`src/rtl/drag_pkg.sv`:
```
// drag_pkg: shared sizing and state encoding for the timer, the BCD encoder and the BCD-to-binary converter.
package drag_pkg;
    localparam int DEF_DIGITS = 4;
    localparam int DEF_BIN_W  = 14;
    localparam int BCD_MAX    = 9999;
    typedef enum logic [1:0] {IDLE, SHIFT, DONE} state_t;
endpackage

```
`src/rtl/bcd_to_binary_seq_nibble_corr.sv`:
```
// bcd_nibble_corr: reverse double-dabble digit fix-up, a halved tens carry arrives as 8 and must become 5.
module bcd_nibble_corr (
    input  logic [3:0] nib_i,
    output logic [3:0] nib_o
);
    assign nib_o = (nib_i >= 4'd8) ? nib_i - 4'd3 : nib_i;
endmodule

```
`src/rtl/bcd_to_binary_seq.sv`:
```
// bcd_to_binary_seq: sequential BCD-to-binary converter, one result bit per clock, start/busy/done handshake.
// Define BCD_CHECK_EN to reject non-decimal digits with err instead of converting them.
module bcd_to_binary_seq
    import drag_pkg::*;
#(
    parameter int DIGITS = DEF_DIGITS,
    parameter int BIN_W  = DEF_BIN_W
) (
    input  logic                  clk_in,
    input  logic                  rst,
    input  logic                  start,
    input  logic [4*DIGITS-1:0]   bcd_in,
    output logic                  busy,
    output logic                  done,
    output logic [BIN_W-1:0]      bin_out,
    output logic                  err
);
    localparam int SW = 4*DIGITS + BIN_W;
    localparam int CW = $clog2(BIN_W + 1);

    state_t              state_q, state_d;
    logic [SW-1:0]       sr_q, sr_d, sh;
    logic [CW-1:0]       cnt_q, cnt_d;
    logic                busy_q, busy_d, done_q, done_d, err_q, err_d, bad_q, bad_d, bad_in;
    logic [BIN_W-1:0]    bin_q, bin_d;
    logic [4*DIGITS-1:0] corr;
    logic                accept, last;

    assign sh     = sr_q >> 1;
    assign accept = start && (state_q != SHIFT);
    assign last   = cnt_q == CW'(BIN_W - 1);

    for (genvar g = 0; g < DIGITS; g++) begin : g_corr
        bcd_nibble_corr u_corr (.nib_i(sh[BIN_W+4*g +: 4]), .nib_o(corr[4*g +: 4]));
    end

`ifdef BCD_CHECK_EN
    always_comb begin
        bad_in = 1'b0;
        for (int i = 0; i < DIGITS; i++)
            if (bcd_in[4*i +: 4] > 4'd9) bad_in = 1'b1;
    end
`else
    assign bad_in = 1'b0;
`endif

    always_comb begin
        state_d = state_q;
        sr_d    = sr_q;
        cnt_d   = cnt_q;
        busy_d  = busy_q;
        done_d  = 1'b0;
        bin_d   = bin_q;
        err_d   = err_q;
        bad_d   = bad_q;
        if (accept) begin
            sr_d    = {bcd_in, {BIN_W{1'b0}}};
            cnt_d   = '0;
            busy_d  = 1'b1;
            err_d   = 1'b0;
            bad_d   = bad_in;
            state_d = SHIFT;
        end else if (state_q == SHIFT) begin
            if (bad_q) begin
                state_d = DONE;
                done_d  = 1'b1;
                busy_d  = 1'b0;
                err_d   = 1'b1;
                bin_d   = '0;
            end else begin
                // Last shift and result capture share one edge so the next start can be taken in DONE.
                sr_d  = {corr, sh[BIN_W-1:0]};
                cnt_d = cnt_q + 1'b1;
                if (last) begin
                    state_d = DONE;
                    done_d  = 1'b1;
                    busy_d  = 1'b0;
                    bin_d   = sh[BIN_W-1:0];
                end
            end
        end else if (state_q == DONE) begin
            state_d = IDLE;
        end
    end

    always_ff @(posedge clk_in or posedge rst) begin
        if (rst) begin
            state_q <= IDLE;
            sr_q    <= '0;
            cnt_q   <= '0;
            busy_q  <= 1'b0;
            done_q  <= 1'b0;
            bin_q   <= '0;
            err_q   <= 1'b0;
            bad_q   <= 1'b0;
        end else begin
            state_q <= state_d;
            sr_q    <= sr_d;
            cnt_q   <= cnt_d;
            busy_q  <= busy_d;
            done_q  <= done_d;
            bin_q   <= bin_d;
            err_q   <= err_d;
            bad_q   <= bad_d;
        end
    end

    assign busy    = busy_q;
    assign done    = done_q;
    assign bin_out = bin_q;
    assign err     = err_q;
endmodule
```
`config.mk`:
```
export PLATFORM = sky130hd
export DESIGN_NAME = bcd_to_binary_seq
export DESIGN_NICKNAME = d
export VERILOG_FILES = /design/src/rtl/drag_pkg.sv /design/src/rtl/bcd_to_binary_seq_nibble_corr.sv /design/src/rtl/bcd_to_binary_seq.sv
export SDC_FILE = /design/constraint.sdc
export NUM_CORES = 1
export LEC_CHECK = 0
export BUFFER_PORTS_ARGS = -buffer_cell sky130_fd_sc_hd__buf_4
export CAP_MARGIN = 20
export CORE_ASPECT_RATIO = 1.5
export CORE_MARGIN = 2
export CORE_UTILIZATION = 45
export CTS_CLUSTER_DIAMETER = 200
export DETAILED_ROUTE_END_ITERATION = 8
export GPL_TIMING_DRIVEN = 0
export PLACE_DENSITY = 0.74
export SLEW_MARGIN = 30
export SYNTH_ARGS = -nofsm -noshare
export SYNTH_HDL_FRONTEND = slang
export SYNTH_HIERARCHICAL = 1
export SYNTH_SLANG_ARGS = --single-unit
```
`constraint.sdc`:
```
create_clock -name clk_in -period 1.9 [get_ports clk_in]
set_clock_uncertainty 0.15 [all_clocks]
set_input_delay 0.38 -clock clk_in [delete_from_list [all_inputs] [get_ports clk_in]]
set_output_delay 0.38 -clock clk_in [all_outputs]
set_load 0.02 [all_outputs]
```
==> flow_metrics.tcl <==
set metrics [dict create \
    die_area_sq_um 6140 \
    drc 0 \
    clock_path_buffers 2 \
    htreeDepth 2 \
    place_ws_ns 0.147 \
    holdWs_ns -0.00748 \
    grt_first_pass_wirelength_um 7600 \
    avgViaCountPerCell 4.93 \
    placed_cell_area_sq_um 2850 \
    grt.overflow.total 0 \
    core_sq_um 5410 \
    ys_types 26 \
    dr.pass1.iters 5 \
    grt_pass1_vias 1698 \
    setup_viol 0 \
    route.met2.wl_um 2200 \
    rr_worst_depth 6 \
    tightest_slew_ns 0.624 \
    wl_met3_um 146 \
    synth_top_family_by_area "multiplexers" \
    clockPowerShare_pct 14.3 \
    rows 33 \
    seqPwrFrac_pct 43.1 \
    syn_inst 235 \
    fin_crit_ns 1.76 \
    cp-end-kind "register" \
    syn-cell-area_sq_um 2480 \
    drtAntennaViolNets 0 \
    cts.reportedPaths.clkPinSlew_ns 0.11 \
    final_nets 310 \
    synth-simple-area-share_pct 12.1 \
    ios 36 \
    via_count 1735 \
    clock-root-buffer "clkbuf_8" \
    fin_util_pct 54.4 \
    synthMuxAreaShare_pct 14.6 \
    n_antenna_cell 0 \
    die_x_um 64.6 \
    antenna_found_initial 0 \
    worst_slack_ns 0.141 \
    power_switching_mw 1.85 \
    synth-compound-area-share_pct 8.82 \
    ctsResizeCount 0 \
    p_int_mw 2.78 \
    worstSetupPathType "register to register" \
    nFillCells 504 \
    post_cts_buffers 0 \
    worstPathMaxFanout 10 \
    dr.max_layer_used "met4" \
    crit_arrival_ns 1.81 \
    hold_violations 7 \
    grt_max_degree 52 \
    wl_met1_um 1990 \
    seq_area_frac_synth_pct 51.4 \
    start_util_pct 45.9 \
    async_reset_ff_share_pct 100 \
    reg2reg_to "bin_out[3]$_DFFE_PP0P_" \
    syn2layout_area_growth_pct 18.5 \
    r2r_start "cnt_q[1]$_DFFE_PP0P_" \
    r2r_slack_ns 0.14 \
    slew_viol_final 0 \
    ir_worst_vdd_mv 0.644 \
    cts_hold_buf 0 \
    outcome "finished with violations" \
    wl_per_cell_um 12.6 \
    start_kind "register" \
    synth-edff-count 0 \
    cts_tree "done" \
    synthXorXnorAreaFrac_pct 2.82 \
    swShare_pct 40.0 \
    clock-sinks 51 \
    avgSynthCellArea_sq_um 10.6 \
    synth_top_area_share_pct 51.4 \
    total_power_mw 4.63 \
    die_h_um 95.0 \
    synth_area_leaders "dfrtp_1, nand2_1, o21ai_0" \
    clock.fmax_mhz 569 \
    numCtsBuffers 5 \
    p_per_area_nw_per_um2 1580 \
    synthAdderAreaFrac_pct 5.04 \
    min_path_type "input port to asynchronous set/reset pin" \
    hpwl_um 2990 \
    routabilityCongestion 0.782 \
    rsz0062_at_grt "no" \
    violations "negative hold slack" \
    ys.warnings.count 6 \
    drt_wl_total_um 4420 \
    drive_gt1_share_pct 24.8 \
    leakage_nw 1.46 \
    required_ns 1.95 \
    drtIter0Drc 115 \
    track_usage_pct 16.1 \
    fin_area_sq_um 2940 \
    combPwrFrac_pct 42.7 \
    cap_violations 0 \
    min_period_over_period_pct 92.6 \
    clk-insertion-delay-late_ns 0.32 \
    synth_seq_cells 51 \
    synth-main-ff-cell "dfrtp_1" \
    io_buffers 34 \
    synth_top_area_cell "dfrtp_1" \
    slew_headroom_pct 58.4 \
]
## worst max path at each step
stage                                         to            startpoint  cells past startpoint  slack (ns)
after floorplan           bin_out[0]$_DFFE_PP0P_                   rst                      1        0.14
after global placement    bin_out[8]$_DFFE_PP0P_                   rst                      2       -0.53
after detailed placement  bin_out[4]$_DFFE_PP0P_  cnt_q[1]$_DFFE_PP0P_                      6        0.15
after CTS                 bin_out[4]$_DFFE_PP0P_  cnt_q[1]$_DFFE_PP0P_                      6        0.13
after global routing      bin_out[2]$_DFFE_PP0P_  cnt_q[1]$_DFFE_PP0P_                      6        0.04
final                     bin_out[3]$_DFFE_PP0P_  cnt_q[1]$_DFFE_PP0P_                      6        0.14
## per-stage QoR
| stage | std cells | TNS, ns |
|---|---|---|
| after floorplan | 240 | 0 |
| after global routing | 352 | 0 |
| final | 352 | 0 |
| after detailed placement | 344 | 0 |
| after CTS | 352 | 0 |
| after global placement | 344 | -27.10 |
## critical path, stage by stage, from the launching register on
cell     delay [ns]
dfrtp_1        0.42
inv_1          0.06
ha_1           0.14
nand3_1        0.17
nor2_8         0.23
buf_8          0.18
mux2_4         0.30
## synthesized netlist by cell type, drive strengths merged, types with 3 or more instances
cell type,count
inv,10
xnor2,4
nand3,4
o21ai,35
nand2,47
a21oi,5
mux2i,17
mux2,15
xor2,4
ha,10
dfrtp,51
clkbuf,3
nor2,4
nor2b,5
buf,10
nand2b,5
## cell families (layout without fill, tap and decap cells)
family                   count (synthesis)  after routing
AO/OA/AOI/OAI                           42             42
XOR/XNOR                                 8              8
adder cells (fa/ha/maj)                 10             10
buffers and inverters                   24             66
flip-flops                              51             51
multiplexers                            32             32
other                                    1              6
AND/OR/NAND/NOR                         67             67
## layer usage
layer  vias to the layer above  GRT usage, %
li1                        861             -
met1                       833          20.4
met3                         6          2.38
met2                        35          27.0
met5                         -             0
met4                         0          7.45
## final cells by class
type                       instances  area (sq um)  share of cell area (%)
sequential                        51          1280                    43.4
multi-input combinational        165          1100                    37.4
timing repair buffer              34           255                    8.68
tap                               70          87.6                    2.98
buffer                            13          83.8                    2.85
clock buffer                       5          68.8                    2.34
inverter                          11          43.8                    1.49
clock inverter                     3          26.3                   0.893
## flip-flops by register name, summed over array words and instances, names as in the netlist
signal / count
bin_out: 14
busy: 1
cnt_q: 4
done: 1
sr_q: 29
state_q: 2
## placed cells by master (no fill, tap or decap), types with 6 or more instances in the layout
master,n
dfrtp_1,51
nand2_1,47
buf_4,39
o21ai_0,35
mux2i_1,17
ha_1,10
mux2_2,9
inv_1,9
mux2_4,6
conb_1,6
## power groups by stage
| stage | Sequential (mW) | Clock (mW) | Combinational, mW |
|---|---|---|---|
| after global placement | 2.00 | 0 | 1.92 |
| after detailed placement | 2.02 | 0 | 1.99 |
| after global routing | 2.07 | 0.726 | 2.27 |
| after CTS | 2.00 | 0.683 | 2.01 |
| after floorplan | 2.09 | 0 | 1.30 |
| final | 2.00 | 0.661 | 1.98 |
Power figures use the tool's default switching activity.
